===== src/rtl/alu_ctrl_pkg.sv =====
// Shared constants and types for the ID/EX ALU control stage.
package alu_ctrl_pkg;

    localparam logic [6:0] OP_LD = 7'h03;
    localparam logic [6:0] OP_RI = 7'h13;
    localparam logic [6:0] OP_ST = 7'h23;
    localparam logic [6:0] OP_RR = 7'h33;
    localparam logic [6:0] OP_BR = 7'h63;

    localparam logic [6:0] F7_MULDIV = 7'h01;

    typedef enum logic [1:0] {
        ALUOP_RI   = 2'b00,
        ALUOP_BR   = 2'b01,
        ALUOP_LDST = 2'b10,
        ALUOP_DC   = 2'b11
    } alu_op_t;

    localparam logic [3:0] ALU_ADD  = 4'b0000;
    localparam logic [3:0] ALU_SLL  = 4'b0001;
    localparam logic [3:0] ALU_SLT  = 4'b0010;
    localparam logic [3:0] ALU_SLTU = 4'b0011;
    localparam logic [3:0] ALU_XOR  = 4'b0100;
    localparam logic [3:0] ALU_SRL  = 4'b0101;
    localparam logic [3:0] ALU_OR   = 4'b0110;
    localparam logic [3:0] ALU_AND  = 4'b0111;
    localparam logic [3:0] ALU_SUB  = 4'b1000;
    localparam logic [3:0] ALU_SRA  = 4'b1101;

    typedef enum logic [1:0] {
        IDLE    = 2'b00,
        ISSUE   = 2'b01,
        MD_WAIT = 2'b10
    } state_t;

    // Immediate ALU ops only carry a meaningful funct7[5] for the shifts.
    function automatic logic f7_fix(input logic [6:0] opcode,
                                    input logic [6:0] funct_7,
                                    input logic [2:0] funct_3);
        if (opcode == OP_RI && funct_3 != 3'b001 && funct_3 != 3'b101)
            return 1'b0;
        return funct_7[5];
    endfunction

endpackage


===== src/rtl/alu_ctrl_seq_decode.sv =====
// Combinational opcode/funct/ALUop decode to {is_m, operation}.
module alu_op_decode
    import alu_ctrl_pkg::*;
#(
    parameter int M_EXT = 1,
    parameter int OP_W  = 4 + M_EXT
) (
    input  logic [6:0]      i_opcode,
    input  logic [6:0]      i_funct_7,
    input  logic [2:0]      i_funct_3,
    input  logic [1:0]      i_alu_op,
    output logic            o_is_m,
    output logic [OP_W-1:0] o_operation
);

    logic [3:0] w_base;

    always_comb begin
        w_base = ALU_ADD;
        case (alu_op_t'(i_alu_op))
            ALUOP_RI: w_base = {f7_fix(i_opcode, i_funct_7, i_funct_3), i_funct_3};
            ALUOP_BR: w_base = ALU_SUB;
            default:  w_base = ALU_ADD;
        endcase

        o_is_m = (M_EXT != 0) && (alu_op_t'(i_alu_op) == ALUOP_RI) &&
                 (i_opcode == OP_RR) && (i_funct_7 == F7_MULDIV);

        o_operation = o_is_m ? OP_W'({2'b10, i_funct_3}) : OP_W'(w_base);
    end

endmodule


===== src/rtl/alu_ctrl_seq.sv =====
// Registered ALU control stage with RV32M dispatch and mul/div watchdog.
module alu_ctrl_seq
    import alu_ctrl_pkg::*;
#(
    parameter int M_EXT      = 1,
    parameter int MD_TIMEOUT = 64
) (
    input  logic             clk,
    input  logic             rst_n,
    input  logic             in_valid,
    output logic             in_ready,
    input  logic [6:0]       opcode,
    input  logic [6:0]       funct_7,
    input  logic [2:0]       funct_3,
    input  logic [1:0]       ALUop,
    output logic             out_valid,
    input  logic             out_ready,
    output logic [4+M_EXT-1:0] operation,
    output logic             md_start,
    output logic [2:0]       md_op,
    input  logic             md_done,
    output logic             md_err,
    output logic             stall
);

    localparam int OP_W = 4 + M_EXT;
    localparam int TO_W = $clog2(MD_TIMEOUT + 1);

    state_t          r_state;
    state_t          w_next_state;
    logic [OP_W-1:0] r_operation;
    logic            r_out_valid;
    logic            r_md_start;
    logic [2:0]      r_md_op;
    logic            r_md_err;
    logic            r_stall;
    logic [TO_W-1:0] r_wd;

    logic            w_is_m;
    logic [OP_W-1:0] w_dec_operation;
    logic [OP_W-1:0] w_md_operation;
    logic            w_accept;
    logic            w_expire;
    logic            w_load;
    logic [OP_W-1:0] w_load_val;
    logic            w_md_abort;

    alu_op_decode #(
        .M_EXT (M_EXT),
        .OP_W  (OP_W)
    ) u_decode (
        .i_opcode    (opcode),
        .i_funct_7   (funct_7),
        .i_funct_3   (funct_3),
        .i_alu_op    (ALUop),
        .o_is_m      (w_is_m),
        .o_operation (w_dec_operation)
    );

    generate
        if (M_EXT != 0) begin : g_md_op
            assign w_md_operation = OP_W'({2'b10, r_md_op});
        end else begin : g_no_md_op
            assign w_md_operation = '0;
        end
    endgenerate

    assign in_ready  = (r_state == IDLE) && (!r_out_valid || out_ready);
    assign out_valid = r_out_valid;
    assign operation = r_operation;
    assign md_start  = r_md_start;
    assign md_op     = r_md_op;
    assign md_err    = r_md_err;
    assign stall     = r_stall;

    always_comb begin
        w_next_state = r_state;
        w_accept     = in_valid && in_ready;
        w_expire     = (r_wd == TO_W'(MD_TIMEOUT - 1));
        w_load       = 1'b0;
        w_load_val   = w_dec_operation;
        w_md_abort   = 1'b0;
        case (r_state)
            IDLE: begin
                if (w_accept) begin
                    if (w_is_m) w_next_state = ISSUE;
                    else        w_load       = 1'b1;
                end
            end
            ISSUE: w_next_state = MD_WAIT;
            MD_WAIT: begin
                // Completion takes priority over a watchdog expiry in the same cycle.
                if (md_done) begin
                    w_load       = 1'b1;
                    w_load_val   = w_md_operation;
                    w_next_state = IDLE;
                end else if (w_expire) begin
                    w_md_abort   = 1'b1;
                    w_next_state = IDLE;
                end
            end
            default: w_next_state = IDLE;
        endcase
    end

    always_ff @(posedge clk or negedge rst_n) begin
        if (!rst_n) begin
            r_state     <= IDLE;
            r_operation <= '0;
            r_out_valid <= 1'b0;
            r_md_start  <= 1'b0;
            r_md_op     <= '0;
            r_md_err    <= 1'b0;
            r_stall     <= 1'b0;
            r_wd        <= '0;
        end else begin
            r_state    <= w_next_state;
            r_md_start <= (r_state == IDLE) && (w_next_state == ISSUE);
            r_md_err   <= w_md_abort;
            r_stall    <= (w_next_state != IDLE);

            if (w_load) begin
                r_operation <= w_load_val;
                r_out_valid <= 1'b1;
            end else if (out_ready) begin
                r_out_valid <= 1'b0;
            end

            if ((r_state == IDLE) && w_accept && w_is_m)
                r_md_op <= funct_3;

            if (r_state == ISSUE)
                r_wd <= '0;
            else if (r_state == MD_WAIT)
                r_wd <= r_wd + 1'b1;
        end
    end

endmodule

===== config.mk =====
export PLATFORM = sky130hd
export DESIGN_NAME = alu_ctrl_seq
export DESIGN_NICKNAME = d
export VERILOG_FILES = /design/src/rtl/alu_ctrl_pkg.sv /design/src/rtl/alu_ctrl_seq_decode.sv /design/src/rtl/alu_ctrl_seq.sv
export SDC_FILE = /design/constraint.sdc
export NUM_CORES = 1
export LEC_CHECK = 0
export ABC_AREA = 1
export CORE_MARGIN = 2
export CORE_UTILIZATION = 40
export DETAILED_ROUTE_END_ITERATION = 10
export GPL_ROUTABILITY_DRIVEN = 0
export PLACE_DENSITY_LB_ADDON = 0.25
export SYNTH_ARGS = -nofsm -noshare
export SYNTH_HDL_FRONTEND = slang
export SYNTH_SLANG_ARGS = --single-unit

===== constraint.sdc =====
create_clock -name clk -period 3.1 [get_ports clk]
set_input_delay 0.775 -clock clk [delete_from_list [all_inputs] [get_ports clk]]
set_output_delay 0.775 -clock clk [all_outputs]
set_load 0.005 [all_outputs]

==> metrics.txt, run 1 <==
run status=complete, no violations; Via-to-Cell Ratio=4.816; quantity of hold-fixing buffers added after cts=0; number of input and output port buffers inserted=36; achievable clock frequency=0.3624 GHz; critical path type=in -> out; startpoint types=input port; Core ar.=0.003003 mm^2; Worst Slack Setup Final=0.3405 ns; ordered cell list for the critical path=clkdlybuf4s50_1, inv_1, nand2_1, nand2_1, inv_1, clkdlybuf4s50_1; setup tns final=0 ns; number of unique standard cell types used by synthesis=22; global-route total usage across every layer=16.08%; Worst Path Max Fanout=2; # rows=20; Place WS=0.3356 ns; period utilization=89.02%; part of the Yosys area used for sequential elements=42.47%; cell at the root of the clock tree=clkbuf_4; number of antenna violations at the first check in global routing=0; GR Overflow Total=0; initial core utilization=41.21%; total design power=0.5093 mW; number of buffers inserted by post-CTS setup repair=0; unrepaired setup endpoints after global routing=false; number of diodes added for antenna fixing=0; count of instances resized after the clock tree is built=0; CTS clock-pin slew for the worst setup and hold paths=0.11 ns; worst-path cell with the longest stage delay=clkdlybuf4s50_1; classification of the worst-slack hold path=reg -> reg; Synth Instances=160; global-route wire length before repair=4429 um; peak supply drop=0.2457 mV; Leakage=0.7935 nW; drt first-iter violations=27; DR WL/cell=10.86 um; area of the mapped netlist=0.001237 mm^2; footprint of the flip-flops and latches=525.5 um^2; detailed placement HPWL=2112 um; maximum number of buffers from clock root to sink=2; vertical die dimension=59.62 um; DRT Wirelength=2541 um; number of global-route vias before repair=1,087; Seq cells post-synth=21; kind of end point of the critical path=primary output; # DRC=0; required time of the critical path=2.32 ns; Yosys warnings=0; Die Outline Area=0.003555 mm^2; total number of clock tree sinks=21; Critical Path Max Stage Delay=0.49 ns; remaining antenna violation count=0; Post-Route Skew=0.004168 ns; number of buffers added by the clock tree synthesis step=3; I/O pins=37; area added between synthesis and finish=35.29%; Slew Limit Headroom=77.17%; final hold vios=0; via count=1,127; insertion delay of the later-clocked pin in the worst-skew pair=0.30 ns; CTS tree=yes; drt first pass iters=5; share of cells above drive strength 1=11.44%; Power per Cell Area=304.2 mW/mm^2; number of H-tree levels=1; Syn Nets=189; Filler Cell Count=310; net count reported at finish=231; crit path DAT=1.98 ns; slew of the pin with the lowest slew margin=0.3394 ns; Die X=59.62 um; max-cap violations=0; area taken by multi-input logic gates=614.3 um^2; average cell area after synthesis=7.734 um^2; Slew Viols, Final=0; final critical path time including I/O delays and setup=2.760 ns; largest net degree at the start of global routing=22; number of setup violations in the final report=0
## worst paths after layout
kind	from	slack, ns	to	depth (start not counted)
min in group asynchronous	rst_n	0.81	operation[4]	2
worst max-delay path	out_ready	0.34	in_ready	6
worst max register to register	r_state[1]	1.42	r_wd[6]	9
worst min register to register	operation[4]	0.49	operation[4]	2
max in group asynchronous	rst_n	2.08	md_op[1]	2
worst min-delay path	operation[4]	0.49	operation[4]	2
## stage by stage
stage,instance area [um^2],cells,util (%),hold slack [ns]
floorplan,1237,160,-,0.4654
global placement,1647,230,54.83,0.4613
detailed placement,1647,230,54.83,0.4651
CTS,1674,234,55.75,0.4942
global route,1674,234,55.75,0.5438
finish,1674,234,55.75,0.4867
## layout by cell type (no fill, tap or decap)
master / synthesis / layout
o21ai_2: 3 / 3
nand3_1: 10 / 10
dfrtp_1: 21 / 21
nand2_1: 42 / 42
nand4_1: 1 / 1
clkinv_2: 0 / 1
nand2_4: 2 / 2
a21oi_1: 8 / 8
inv_2: 2 / 2
nand2_2: 5 / 5
nor3b_1: 2 / 2
clkbuf_4: 0 / 3
nor2_4: 4 / 4
or2_1: 1 / 1
inv_1: 23 / 23
nor4_1: 3 / 3
o21ai_1: 5 / 5
mux2i_1: 1 / 1
nand3_4: 1 / 1
buf_4: 0 / 1
clkdlybuf4s50_1: 0 / 36
ha_1: 5 / 5
clkinv_1: 1 / 1
o21ai_0: 2 / 2
nor2_2: 1 / 1
nor2_1: 17 / 17
## cell usage after synthesis
library cell  count  share of area [%]
a21oi_1           8                3.2
clkinv_1          1               0.30
dfrtp_1          21                 42
ha_1              5                5.1
inv_1            23                7.0
inv_2             2               0.61
mux2i_1           1               0.81
nand2_1          42                 13
nand2_2           5                2.5
nand2_4           2                1.8
nand3_1          10                4.0
nand3_4           1                1.4
nand4_1           1               0.51
nor2_1           17                5.2
nor2_2            1               0.51
nor2_4            4                3.6
nor3b_1           2                1.2
nor4_1            3                1.5
o21ai_0           2               0.81
o21ai_1           5                2.0
o21ai_2           3                2.1
or2_1             1               0.51
## area by class of cell
cell class,count,share of cell area (%)
clock buffer,3,1.345
clock inverter,1,0.2990
inverter,26,5.830
multi-input combinational,113,36.70
sequential,21,31.39
tap,33,2.466
timing repair buffer,37,21.97
## report_power, final
| group | total [mW] | switching (mW) | leakage (nW) | internal [mW] |
|---|---|---|---|---|
| clock | 0.125 | 0.0772 | 0.0177 | 0.0480 |
| sequential | 0.290 | 0.00697 | 0.288 | 0.283 |
| combinational | 0.0938 | 0.0398 | 0.488 | 0.0540 |
| total | 0.509 | 0.124 | 0.794 | 0.385 |
## per-layer routing
metal / vias to the layer above / part of all wire (%) / global-route usage, % / wire [um]
li1: 582 / - / - / -
met1: 513 / 45 / 19.78 / 1150
met2: 30 / 48 / 29.04 / 1216
met3: 2 / 6.4 / 2.838 / 162
met4: 0 / 0.43 / 3.810 / 11
met5: - / 0 / 0 / 0
## registers in the layout (all words and copies together) (netlist names)
| signal | count |
|---|---|
| r_wd | 7 |
| operation | 5 |
| md_op | 3 |
| r_state | 2 |
| md_err | 1 |
| md_start | 1 |
| out_valid | 1 |
| stall | 1 |
## kinds of logic after synthesis
| kind of cell | share of synthesized area, % |
|---|---|
| AO/OA/AOI/OAI | 8.190 |
| adder cells (fa/ha/maj) | 5.056 |
| buffers and inverters | 7.886 |
| flip-flops | 42.47 |
| multiplexers | 0.8089 |
| AND/OR/NAND/NOR | 35.59 |
## critical path: cells and delay by family
family | cells | cell delay [ns]
AND/OR/NAND/NOR | 2 | 0.16
buffers and inverters | 4 | 1.05
No activity file was read; power rests on OpenSTA's default activity.
==> inputs of run 2 (changes only) <==
Settings changed: CTS_BUF_LIST from default to sky130_fd_sc_hd__clkbuf_16, CTS_CLUSTER_DIAMETER from default to 80, DONT_BUFFER_PORTS from default to 1.
==> metrics.txt, run 2 (same netlist as run 1, synthesis figures left out) <==
slew of the pin with the lowest slew margin=0.3438 ns (+0.004369 ns); clock network fraction of design power=44.1% (+19 points); part of the power in registers=49.2% (-7.8 points); post-detailed-placement cell area=0.001279 mm^2 (-22%); share of cells above drive strength 1=12.80% (+1.4 points); count of instances resized after the clock tree is built=0 (unchanged); cell repeated most along the worst path=inv_1; achievable clock frequency=0.5109 GHz (+41%); final critical path time including I/O delays and setup=1.957 ns (-0.8022 ns); CTS tree=yes; Power per Cell Area=437.6 mW/mm^2 (+44%); number of buffers added by the clock tree synthesis step=3 (unchanged); final hold vios=0 (unchanged); Post-Route Skew=0.001103 ns (-0.003065 ns); final cell area excluding filler cells=0.001358 mm^2 (-19%); run status=complete, no violations; Place WS=1.260 ns (+0.9246 ns); Leakage=0.6772 nW (-15%); number of buffers inserted by post-CTS setup repair=0 (unchanged); detailed placement HPWL=1835 um (-13%); drt first pass iters=4 (-1); maximum number of buffers from clock root to sink=2 (unchanged); required time of the critical path=2.32 ns (about the same); area added between synthesis and finish=9.707%; unrepaired setup endpoints after global routing=false; critical path type=reg -> out; GR Overflow Total=0 (unchanged); peak supply drop=0.3770 mV (+53%); max-cap violations=0 (unchanged); DRT Wirelength=2312 um (-9.0%); remaining antenna violation count=0 (unchanged); insertion delay of the later-clocked pin in the worst-skew pair=0.25 ns (-0.05 ns); DR WL/cell=11.74 um (+8.1%); classification of the worst-slack hold path=in -> async; Die X=59.62 um (unchanged); Die Outline Area=0.003555 mm^2 (unchanged); number of input and output port buffers inserted=0 (-100%); largest net degree at the start of global routing=22 (unchanged); drt first-iter violations=16 (-41%); net switching share of the total power=20.60% (-3.7 points); total design power=0.5940 mW (+17%); number of H-tree levels=1 (unchanged); leading cell types in the layout, fill and taps excluded=nand2_1, inv_1, dfrtp_1; number of setup violations in the final report=0 (unchanged); Worst Slack Setup Final=1.143 ns (+0.8022 ns); internal power contribution=0.4717 mW (+22%); most common cell after layout, fill and taps aside=nand2_1; global-route wire length before repair=4202 um (-5.1%); # rows=20 (unchanged); final hold slack=0.2178 ns (-0.2689 ns); cell at the root of the clock tree=clkbuf_16; kind of end point of the critical path=primary output; Via-to-Cell Ratio=5.102 (+5.9%); worst-path cell with the longest stage delay=dfrtp_1; startpoint types=register; Slew Viols, Final=0 (unchanged); crit path DAT=1.18 ns (-0.80 ns); total number of clock tree sinks=21 (unchanged); period utilization=63.14% (-26 points); CTS clock-pin slew for the worst setup and hold paths=0.05 ns (-0.06 ns); setup tns final=0 ns (unchanged); ordered cell list for the critical path=inv_1, ha_1, nand2_1, inv_1; combinational share of power=6.8% (-12 points); initial core utilization=41.21% (unchanged); via count=1,005 (-11%); vertical die dimension=59.62 um (unchanged); register name with the most flops=r_wd; global-route total usage across every layer=15.93% (-0.15 points); number of antenna violations at the first check in global routing=0 (unchanged); Worst Path Max Fanout=4 (+2); quantity of hold-fixing buffers added after cts=0 (unchanged); Slew Limit Headroom=76.87% (-0.29 points); I/O pins=37 (unchanged); # DRC=0 (unchanged); number of global-route vias before repair=1,029 (-5.3%); switching power summed over all nets=0.1223 mW (-1.3%); Critical Path Max Stage Delay=0.41 ns (-0.08 ns); Core ar.=0.003003 mm^2 (unchanged); number of diodes added for antenna fixing=0 (unchanged); net count reported at finish=194 (-16%); Largest register FFs=7 (unchanged)
## run 2: worst max-delay path: cells and delay by family (launching register included)
family	cells	cell delay (ns)
and+or+nand+nor	1	0.11
adders and majority gates	1	0.21
buffers and inverters	2	0.20
DFF	1	0.41
## run 2: routing by layer
layer	GRT usage, %	part of all wire, %	up-vias
met5	0	0	-
met4	6.984	2.2	0
met3	5.459	6.7	4
met2	27.63	48	38
met1	17.53	43	455
li1	-	-	508
## run 2: final cells by class
type / instances / area [um^2]
Clock inverter: 1 / 3.754
Inverter: 26 / 97.59
Fill cell: 308 / 1645
Clock buffer: 3 / 75.07
Multi-Input combinational cell: 113 / 614.3
Tap cell: 33 / 41.29
Sequential cell: 21 / 525.5
## run 2: power groups by stage
stage               sequential [mW]  combinational, mW  clock (mW)
global route                  0.294             0.0470       0.287
floorplan                     0.295             0.0347           0
CTS                           0.292             0.0408       0.268
finish                        0.292             0.0402       0.262
detailed placement            0.297             0.0400           0
global placement              0.297             0.0388           0
## run 2: worst paths after layout
| check | endpoint | startpoint | slack (ns) | depth (start not counted) |
|---|---|---|---|---|
| min | r_wd[5] | rst_n | 0.22 | 0 |
| min in group clk | operation[4] | operation[4] | 0.50 | 2 |
| max in group asynchronous | md_err | rst_n | 2.81 | 0 |
| max reg2reg | r_wd[6] | r_state[1] | 1.47 | 9 |
| min reg2reg | operation[4] | operation[4] | 0.50 | 2 |
| max | in_ready | r_state[1] | 1.14 | 4 |
## run 2: metrics by stage
step / utilization [%] / std cells
finish: 45.21 / 197
global route: 45.21 / 197
CTS: 45.21 / 197
detailed placement: 42.58 / 193
global placement: 42.58 / 193
floorplan: - / 160
